## src/rtl/board_timer.sv

```systemverilog
// board_timer: APB machine timer with a prescaled 64-bit utime counter,
// per-hart 64-bit compare registers, per-hart timer and software interrupts,
// an atomic two-word utime read through a shadow register and a writable utime.
// An optional watchdog is built only when BOARD_TIMER_WATCHDOG_EN is defined;
// without it, 0x0C/0x10 read 0, writes to them are dropped and wdt_reset is 0.
//
// APB handshake: zero wait states, so PREADY is tied high. A write commits on
// the clk edge where PSEL&PENABLE&PWRITE is high. A read is recognised while
// PSEL&PENABLE&~PWRITE is high; PRDATA is combinational from PADDR, and
// side effects of a read (the shadow latch) happen on that same edge.
//
// Register map (byte offsets, PADDR[1:0] ignored):
//   0x00 utime[31:0] (read also latches utime[63:32] into shadow_hi)
//   0x04 shadow_hi on read, utime[63:32] on write
//   0x08 soft_irq[NUM_HARTS-1:0]
//   0x0C watchdog control, bit0 = enable
//   0x10 watchdog reload / kick, reads the live count
//   0x20+8h cmp[h][31:0], 0x24+8h cmp[h][63:32]

module board_timer #(
   parameter int CLK_FREQ  = 48_000_000,
   parameter int TICK_FREQ = 1_000_000,
   parameter int NUM_HARTS = 2,
   parameter int WDT_WIDTH = 24
) (
   input  logic                 clk,
   input  logic                 nreset,
   input  logic [6:0]           apb_PADDR,
   input  logic                 apb_PSEL,
   input  logic                 apb_PENABLE,
   input  logic                 apb_PWRITE,
   input  logic [31:0]          apb_PWDATA,
   output logic                 apb_PREADY,
   output logic [31:0]          apb_PRDATA,
   output logic [63:0]          utime,
   output logic [NUM_HARTS-1:0] timer_irq,
   output logic [NUM_HARTS-1:0] soft_irq,
   output logic                 wdt_reset
);

   // Clocks per utime tick and the prescaler sizing derived from it.
   localparam int DIV = CLK_FREQ / TICK_FREQ;
   localparam int PW  = (DIV > 1) ? $clog2(DIV) : 1;
   localparam logic [PW-1:0] PRESC_LAST = PW'(DIV - 1);
   localparam logic [PW-1:0] PRESC_ONE  = PW'(1);

   // Word offsets of the fixed registers.
   localparam logic [4:0] IDX_TIME_LO = 5'd0;
   localparam logic [4:0] IDX_TIME_HI = 5'd1;
   localparam logic [4:0] IDX_SOFT    = 5'd2;
   localparam logic [4:0] IDX_WDT_CTL = 5'd3;
   localparam logic [4:0] IDX_WDT_CNT = 5'd4;

   // ------------------------------------------------------------------
   // State
   // ------------------------------------------------------------------
   logic [PW-1:0]          presc_q,     presc_d;
   logic [63:0]            utime_q,     utime_d;
   logic [31:0]            shadow_hi_q, shadow_hi_d;
   logic [63:0]            cmp_q [NUM_HARTS];
   logic [63:0]            cmp_d [NUM_HARTS];
   logic [NUM_HARTS-1:0]   timer_irq_q, timer_irq_d;
   logic [NUM_HARTS-1:0]   soft_irq_q,  soft_irq_d;

   // ------------------------------------------------------------------
   // Bus decode
   // ------------------------------------------------------------------
   logic [4:0] word_idx;
   logic       wr_en;
   logic       rd_en;
   logic       tick;
   logic       unused_paddr_bits;

   assign word_idx          = apb_PADDR[6:2];
   assign wr_en             = apb_PSEL & apb_PENABLE & apb_PWRITE;
   assign rd_en             = apb_PSEL & apb_PENABLE & ~apb_PWRITE;
   assign unused_paddr_bits = ^apb_PADDR[1:0];

   // The prescaler wrap is the 1 MHz tick shared by utime and the watchdog.
   assign tick = (presc_q == PRESC_LAST);

   // ------------------------------------------------------------------
   // Optional watchdog
   // ------------------------------------------------------------------
`ifdef BOARD_TIMER_WATCHDOG_EN
   logic                 wdt_en_q,    wdt_en_d;
   logic [WDT_WIDTH-1:0] wdt_cnt_q,   wdt_cnt_d;
   logic                 wdt_reset_q, wdt_reset_d;

   // Watchdog next state: a kick beats a same-edge tick, expiry is sticky.
   always_comb begin
      wdt_en_d    = wdt_en_q;
      wdt_cnt_d   = wdt_cnt_q;
      wdt_reset_d = wdt_reset_q;
      // Count down on ticks while enabled, holding at zero once there.
      if (wdt_en_q && tick && (wdt_cnt_q != '0)) begin
         wdt_cnt_d = wdt_cnt_q - WDT_WIDTH'(1);
      end
      if (wr_en && (word_idx == IDX_WDT_CNT)) begin
         wdt_cnt_d = apb_PWDATA[WDT_WIDTH-1:0];
      end
      if (wr_en && (word_idx == IDX_WDT_CTL)) begin
         wdt_en_d = apb_PWDATA[0];
      end
      // Only nreset releases the request; disabling the watchdog does not.
      if (wdt_en_q && (wdt_cnt_q == '0)) begin
         wdt_reset_d = 1'b1;
      end
   end

   // Watchdog registers.
   always_ff @(posedge clk) begin
      if (!nreset) begin
         wdt_en_q    <= 1'b0;
         wdt_cnt_q   <= '1;
         wdt_reset_q <= 1'b0;
      end else begin
         wdt_en_q    <= wdt_en_d;
         wdt_cnt_q   <= wdt_cnt_d;
         wdt_reset_q <= wdt_reset_d;
      end
   end

   assign wdt_reset = wdt_reset_q;
`else
   assign wdt_reset = 1'b0;
`endif

   // ------------------------------------------------------------------
   // Next-state logic
   // ------------------------------------------------------------------

   // Prescaler and utime: software writes to either half win over a tick
   // on the same edge and restart the prescaler so the next tick is a full
   // period after the write.
   always_comb begin
      presc_d = tick ? '0 : (presc_q + PRESC_ONE);
      utime_d = tick ? (utime_q + 64'd1) : utime_q;
      if (wr_en && (word_idx == IDX_TIME_LO)) begin
         utime_d = {utime_q[63:32], apb_PWDATA};
         presc_d = '0;
      end else if (wr_en && (word_idx == IDX_TIME_HI)) begin
         utime_d = {apb_PWDATA, utime_q[31:0]};
         presc_d = '0;
      end
   end

   // Shadow of the high word, captured by each read of the low word so a
   // lo-then-hi read pair sees one consistent 64-bit value.
   always_comb begin
      shadow_hi_d = shadow_hi_q;
      if (rd_en && (word_idx == IDX_TIME_LO)) begin
         shadow_hi_d = utime_q[63:32];
      end
   end

   // Compare registers, written one 32-bit half at a time.
   always_comb begin
      for (int h = 0; h < NUM_HARTS; h++) begin
         cmp_d[h] = cmp_q[h];
         if (wr_en && (word_idx == 5'(8 + 2 * h))) begin
            cmp_d[h][31:0] = apb_PWDATA;
         end
         if (wr_en && (word_idx == 5'(9 + 2 * h))) begin
            cmp_d[h][63:32] = apb_PWDATA;
         end
      end
   end

   // Timer interrupts: unsigned 64-bit compare on the current registers.
   always_comb begin
      timer_irq_d = '0;
      for (int h = 0; h < NUM_HARTS; h++) begin
         timer_irq_d[h] = (utime_q >= cmp_q[h]);
      end
   end

   // Software interrupt register.
   always_comb begin
      soft_irq_d = soft_irq_q;
      if (wr_en && (word_idx == IDX_SOFT)) begin
         soft_irq_d = apb_PWDATA[NUM_HARTS-1:0];
      end
   end

   // ------------------------------------------------------------------
   // Read mux
   // ------------------------------------------------------------------

   // Combinational read data; anything not decoded reads as zero.
   always_comb begin
      apb_PRDATA = '0;
      case (word_idx)
         IDX_TIME_LO: apb_PRDATA = utime_q[31:0];
         IDX_TIME_HI: apb_PRDATA = shadow_hi_q;
         IDX_SOFT:    apb_PRDATA[NUM_HARTS-1:0] = soft_irq_q;
`ifdef BOARD_TIMER_WATCHDOG_EN
         IDX_WDT_CTL: apb_PRDATA[0] = wdt_en_q;
         IDX_WDT_CNT: apb_PRDATA[WDT_WIDTH-1:0] = wdt_cnt_q;
`endif
         default: begin
            for (int h = 0; h < NUM_HARTS; h++) begin
               if (word_idx == 5'(8 + 2 * h)) begin
                  apb_PRDATA = cmp_q[h][31:0];
               end
               if (word_idx == 5'(9 + 2 * h)) begin
                  apb_PRDATA = cmp_q[h][63:32];
               end
            end
         end
      endcase
   end

   // ------------------------------------------------------------------
   // Registers
   // ------------------------------------------------------------------

   // Timer state registers with synchronous active-low reset.
   always_ff @(posedge clk) begin
      if (!nreset) begin
         presc_q     <= '0;
         utime_q     <= '0;
         shadow_hi_q <= '0;
         timer_irq_q <= '0;
         soft_irq_q  <= '0;
         for (int h = 0; h < NUM_HARTS; h++) begin
            cmp_q[h] <= '1;
         end
      end else begin
         presc_q     <= presc_d;
         utime_q     <= utime_d;
         shadow_hi_q <= shadow_hi_d;
         timer_irq_q <= timer_irq_d;
         soft_irq_q  <= soft_irq_d;
         for (int h = 0; h < NUM_HARTS; h++) begin
            cmp_q[h] <= cmp_d[h];
         end
      end
   end

   assign apb_PREADY = 1'b1;
   assign utime      = utime_q;
   assign timer_irq  = timer_irq_q;
   assign soft_irq   = soft_irq_q;

endmodule

```

## config.mk

```make
export PLATFORM = sky130hd
export DESIGN_NAME = board_timer
export DESIGN_NICKNAME = d
export VERILOG_FILES = /design/src/rtl/board_timer.sv
export SDC_FILE = /design/constraint.sdc
export NUM_CORES = 1
export LEC_CHECK = 0
export BUFFER_PORTS_ARGS = -buffer_cell sky130_fd_sc_hd__buf_2
export CAP_MARGIN = 20
export CORE_MARGIN = 3
export CORE_UTILIZATION = 60
export CTS_CLUSTER_DIAMETER = 150
export DETAILED_ROUTE_END_ITERATION = 6
export PLACE_DENSITY = 0.81
export SYNTH_ARGS = -nofsm -noshare
export SYNTH_HDL_FRONTEND = slang
export SYNTH_SLANG_ARGS = --single-unit
```

## constraint.sdc

```tcl
create_clock -name clk -period 2.9 [get_ports clk]
set_clock_uncertainty 0.05 [all_clocks]
set_input_delay 0.58 -clock clk [delete_from_list [all_inputs] [get_ports clk]]
set_output_delay 0.58 -clock clk [all_outputs]
set_load 0.01 [all_outputs]
```

==> results of run 1 <==
## placed cells by master (no fill, tap or decap), types with 7 or more instances in the layout
cell and count:
nor4_1 15, a21o_1 40, buf_12 11, o31ai_1 10, and2_1 8, nor2_1 91
buf_4 108, nand4_1 36, and3_1 24, a221oi_1 13, mux2i_1 71, a31oi_1 20
inv_1 135, a22oi_1 11, o21ai_0 77, ha_1 130, o22ai_1 37, a22o_1 8
and4_1 17, xnor2_1 7, nor3_1 18, nand2b_1 7, clkbuf_16 27, a21oi_1 142
dfxtp_1 234, o211ai_1 133, nand2_1 310, buf_2 139, nand3_1 52
## worst max path at each step
stage | start | endpoint | cells past startpoint
final | apb_PADDR[5] | apb_PRDATA[18] | 7
after global routing | apb_PADDR[6] | apb_PRDATA[23] | 7
after CTS | apb_PADDR[6] | apb_PRDATA[17] | 7
after global placement | apb_PADDR[5] | apb_PRDATA[17] | 7
after detailed placement | apb_PADDR[6] | apb_PRDATA[17] | 7
after floorplan | apb_PADDR[3] | apb_PRDATA[16] | 7
## area by class of cell
| cell class | count | area (µm²) |
|---|---|---|
| inverter | 137 | 514.2 |
| fill | 1948 | 6424 |
| multi-input combinational | 1384 | 9026 |
| clock buffer | 36 | 759.5 |
| clock inverter | 13 | 219.0 |
| sequential | 234 | 4684 |
| timing repair buffer | 258 | 1727 |
| tap | 319 | 399.1 |
## metrics by stage
stage / utilization, % / std cells / worst slack, ps / instance area, µm² / power, mW
6_report: 72.96 / 2381 / 76.42 / 17330 / 7.855
5_1_grt: 72.96 / 2381 / 9.986 / 17330 / 8.042
4_1_cts: 72.94 / 2381 / 38.46 / 17330 / 7.838
3_5_place_dp: 68.82 / 2332 / 47.55 / 16350 / 4.095
3_3_place_gp: 68.82 / 2332 / 72.39 / 16350 / 4.080
2_1_floorplan: - / 1876 / 137.0 / 14630 / 3.737
## logic make-up after synthesis
| group | Yosys count |
|---|---|
| flops | 234 |
| xor+xnor | 13 |
| simple gates | 621 |
| compound gates | 541 |
| mux | 77 |
| other cells | 2 |
| buf+inv | 258 |
| fa+ha+maj | 130 |
## critical path: cells and delay by family
| family | cells | cell delay, ps |
|---|---|---|
| buffers and inverters | 3 | 580 |
| AO/OA/AOI/OAI | 2 | 460 |
| AND/OR/NAND/NOR | 2 | 570 |
## routing by layer
| layer | routed length, µm | global-route usage [%] |
|---|---|---|
| met5 | 17 | 0 |
| met4 | 4446 | 28.27 |
| met3 | 5873 | 6.044 |
| met2 | 24100 | 63.78 |
| met1 | 20920 | 52.41 |
## power by group
group / total (mW) / switching [mW] / leakage [nW] / internal, mW
logic: 0.751 / 0.492 / 6.22 / 0.258
clock network: 3.80 / 1.43 / 0.486 / 2.36
registers: 3.31 / 0.0535 / 1.89 / 3.25
total: 7.85 / 1.98 / 8.60 / 5.88
## state kept, by name (all words and copies together) (netlist names)
name and cells:
cmp_q 128, utime 64, shadow_hi_q 32, presc_q 6, soft_irq 2, timer_irq 2
==> summary.md, run 1 <==
| Metric | Value |
|---|---|
| Status | `finished, final reports clean` |
| All-Layer GR Usage | `40.96%` |
| DRC violations left | `0` |
| Post-DRT Antenna Nets | `0` |
| Post-synthesis xor/xnor area fraction | `0.7780%` |
| CTS H-tree lvls | `1` |
| CTS tree | `built` |
| Maximum clock insertion buffer count | `3` |
| Reg2reg end | `utime[43]` |
| Die Ht | `around 160 µm` |
| R2R Setup Slk | `100 ps` |
| Ports | `146` |
| Final setup viols | `0` |
| # Post-CTS Setup Buffers | `0` |
| Cell depth of the worst flop-to-flop path | `7` |
| Initial core utilization | `61.61%` |
| CP max-delay cell | `or3_1` |
| Max incr delay on CP | `500 ps` |
| Synth Net Count | `2,050` |
| Clock transition at path regs | `60 ps` |
| Power Dens Cells | `453.3 nW/µm²` |
| Synth Cell Area | `approximately 15,000 µm²` |
| Netlist cell types | `69` |
| Leading cell types by count after synthesis | `nand2_1, dfxtp_1, a21oi_1` |
| Area share of the largest cell type after synthesis | `between 30% and 40%` |
| Critical hold path startpoint | `apb_PWDATA[28]` |
| Max VDD drop | `0.4839 mV` |
| Yosys Warn Count | `0` |
| Initial antenna violation count | `1` |
| Total global routing overflow | `0` |
| WP data required | `2270 ps` |
| Post_cts resized | `0` |
| CP endpoint kind | `primary output` |
| Synth Area in Adders | `11.11%` |
| Synth async-reset ratio | `0%` |
| Final hold slack | `344.0 ps` |
| Cell with the most instances after synthesis | `nand2_1` |
| CP cell instances | `buf_2 -> or3_1 -> a21oi_2 -> buf_4 -> nor2_1 -> a21oi_1 -> buf_2` |
| Final min period | `~2800 ps` |
| Final wirelength | `55,360 µm` |
| Sink Count | `234` |
| FMAX | `0.3542 GHz` |
| Max-slew headroom | `57.82%` |
| Cell taking the most area after synthesis | `dfxtp_1` |
| N_diodes | `0` |
| Worst-Margin Slew | `630.3 ps` |
| Final period util | `roughly 97%` |
| Nets | `between 2,000 and 2,500` |
| Post-Syn Instances | `between 1,500 and 2,000` |
| Syn Area/Cell | `7.801 µm²` |
| Seq/Total Area, Yosys | `32.01%` |
| Startpoint type of the worst setup path | `input port` |
| Critical path arrival | `2190 ps` |
| Initial DRC count | `1,980` |
| Vias in the first global route | `15,090` |
| Core Footprint | `23,750 µm²` |
| Largest family of logic cells by synthesized area | `compound AO/OA/AOI/OAI gates` |
| Area contributors post-synth | `dfxtp_1, ha_1, nand2_1` |
| Most common flop cell mapped by yosys | `dfxtp_1` |
| Post-DP HPWL | `39,320 µm` |
| Synth-to-layout area growth | `18.42%` |
| R2R Path Start | `utime[15]` |
| Worst Hold End | `cmp_q[0][60]` |
| Largest net degree at the start of global routing | `68` |
| Leakage power | `8.599 nW` |
| DR pass1 iterations | `6` |
| Flop and latch count out of synthesis | `234` |
| Port buffer count | `between 100 and 150` |
| Row cnt | `56` |
| Cell repeated most along the worst path | `buf_2` |
| GPL Wtd Cong | `0.9721` |
| Compound-gate portion of the synthesized area | `about 24%` |
| Post-synth EDFFs | `0` |
| Slew Limit Fails | `0` |
| Worst hold path depth | `3` |
| # Max-Cap Violations | `0` |
| Root Driver | `clkbuf_16` |
| Clock latency at the later pin of the worst-skew pair | `550 ps` |
| Via/cell ratio | `6.645` |
| Hold Vio Cnt, Final | `0` |
| Hold crit path type | `in2reg` |
| Inserted Clock Buffers | `27` |
| Hold_buf cts | `0` |
| Simple logic cell fraction of the synthesized area | `19.80%` |
| Die width | `162.2 µm` |
| First-pass GRT wire length | `~85,000 µm` |
| Sum of negative setup slack | `0 ps` |
| CP Class | `in2out` |
| Share of layout cells above drive strength 1 | `16.44%` |
| RSZ-0062 raised after global routing | `false` |
| Die area | `26,300 µm²` |
| Max FO, Critical Path | `15` |
| Multiplexer share of the synthesized area | `roughly 5.3%` |
| Via count | `15,820` |
| WL per Instance | `23.25 µm` |
(Power assumes the default switching activity.)
==> inputs of run 2 (changes only) <==
CORE_UTILIZATION = 30   (was 60)
PLACE_DENSITY = default   (was 0.81)
==> summary.md, run 2 (synthesis results as in run 1) <==
| Metric | Value |
|---|---|
| Final min period | `~2900 ps` |
| Final wirelength | `59,930 µm` |
| Reg2reg end | `utime[41]` |
| Inserted Clock Buffers | `27` |
| Core Footprint | `~48,000 µm²` |
| Leakage power | `8.623 nW` |
| Commonest non-fill, non-tap cell in the layout | `nand2_1` |
| Hold crit path type | `in2reg` |
| Die area | `51,470 µm²` |
| Max incr delay on CP | `roughly 440 ps` |
| Hold_buf cts | `0` |
| Worst hold path depth | `3` |
| Post-DRT Antenna Nets | `0` |
| Sum of negative setup slack | `0 ps` |
| GPL Wtd Cong | `0.9538` |
| Hold Vio Cnt, Final | `0` |
| Slew Limit Fails | `0` |
| Initial core utilization | `30.52%` |
| DR pass1 iterations | `5` |
| Largest net degree at the start of global routing | `65` |
| CP max-delay cell | `or3_1` |
| Nets | `2,227` |
| Final setup viols | `0` |
| Clock latency at the later pin of the worst-skew pair | `570 ps` |
| # Post-CTS Setup Buffers | `0` |
| Startpoint type of the worst setup path | `input port` |
| Largest Register | `cmp_q` |
| Final core occ | `between 30% and 40%` |
| Max reg flops | `128` |
| CP endpoint kind | `primary output` |
| All-Layer GR Usage | `22.63%` |
| Reg area | `4684 µm²` |
| Multi-input logic area | `9059 µm²` |
| Initial antenna violation count | `0` |
| Post-DP HPWL | `44,800 µm` |
| N_diodes | `0` |
| Cell depth of the worst flop-to-flop path | `8` |
| Commonest cells after routing, fill and taps aside | `nand2_1, dfxtp_1, a21oi_1` |
| Critical path arrival | `about 2200 ps` |
| R2R Path Start | `utime[8]` |
| Status | `finished, final reports clean` |
| Via count | `~15,000` |
| RSZ-0062 raised after global routing | `false` |
| Worst setup path startpoint | `apb_PADDR[6]` |
| Sink Count | `~230` |
| WP data required | `2270 ps` |
| CP cell instances | `buf_2 -> or3_1 -> a21oi_2 -> buf_4 -> nor2_1 -> a21oi_1 -> buf_2` |
| DRC violations left | `0` |
| First-pass GRT wire length | `roughly 90,000 µm` |
| Synth-to-layout area growth | `21.34%` |
| Row cnt | `80` |
| Die width | `226.9 µm` |
| Critical hold path startpoint | `apb_PWDATA[30]` |
| Worst-Margin Slew | `1052 ps` |
| Power Dens Cells | `about 430 nW/µm²` |
| Initial DRC count | `1,569` |
| Port buffer count | `141` |
| FMAX | `0.3486 GHz` |
| # Max-Cap Violations | `0` |
| Share of layout cells above drive strength 1 | `16.97%` |
| Post_cts resized | `0` |
| Vias in the first global route | `~15,000` |
| Max-slew headroom | `29.89%` |
| Power, Total | `7.657 mW` |
| Maximum clock insertion buffer count | `3` |
| WL per Instance | `22.29 µm` |
| Via/cell ratio | `5.691` |
| Die Ht | `226.9 µm` |
| CTS H-tree lvls | `1` |
| Max FO, Critical Path | `16` |
| Fillers | `5,007` |
| Total global routing overflow | `0` |
| Clock transition at path regs | `70 ps` |
| CTS tree | `built` |
| Max VDD drop | `0.4072 mV` |
| Final period util | `between 90% and 100%` |
| CP Class | `in2out` |
| Worst Hold End | `utime[30]` |
| R2R Setup Slk | `140 ps` |
| Root Driver | `clkbuf_16` |
| Ports | `146` |
| Cell repeated most along the worst path | `buf_2` |
[run 2: changes by cell type in the layout (fill, tap and decap cells not counted), moves of 2 or more]
cell / delta
buf_4: +10
a21oi_1: -2
a21oi_2: +2
bufinv_16: -3
clkbuf_1: +2
[run 2: worst max-delay path by stage]
stage | to | slack, ps
after global placement | apb_PRDATA[16] | 60
after CTS | apb_PRDATA[17] | 30
after detailed placement | apb_PRDATA[17] | 40
final | apb_PRDATA[20] | 30
after floorplan | apb_PRDATA[16] | 140
after global routing | apb_PRDATA[17] | 1
[run 2: cell type report]
cell class	instances	share of cell area [%]
clock buffer	38	4.319
clock inverter	12	0.7962
inverter	137	2.896
multi-input combinational	1384	51.01
sequential	234	26.38
tap	615	4.333
timing repair buffer	269	10.26
[run 2: routing by layer]
metal | global-route usage, % | vias up | part of all wire [%]
met1 | 30.28 | 7357 | 42
met4 | 9.269 | 0 | 4.4
met2 | 35.67 | 687 | 44
met5 | 0 | - | 0
met3 | 4.441 | 112 | 9.1
li1 | - | 7148 | -
[run 2: critical path: cells and delay by family]
family / cells / cell delay [ps]
compound gates: 2 / 510
simple gates: 2 / 510
buf+inv: 3 / 620
[run 2: through the flow]
stage / setup slack (ps) / std cells / instance area [µm²] / hold WS (ps)
floorplan: 137.0 / 1876 / 14630 / 367.6
global placement: 57.54 / 2639 / 16840 / 378.1
detailed placement: 36.72 / 2639 / 16840 / 394.7
CTS: 26.17 / 2689 / 17750 / 315.6
global route: 1.091 / 2689 / 17760 / 332.2
finish: 31.68 / 2689 / 17760 / 344.1
[run 2: report_power, final]
group,switching (mW),leakage [nW],internal (mW)
Clock,1.47,0.450,2.11
Sequential,0.0572,1.89,3.25
Combinational,0.512,6.28,0.260
Total,2.04,8.62,5.62
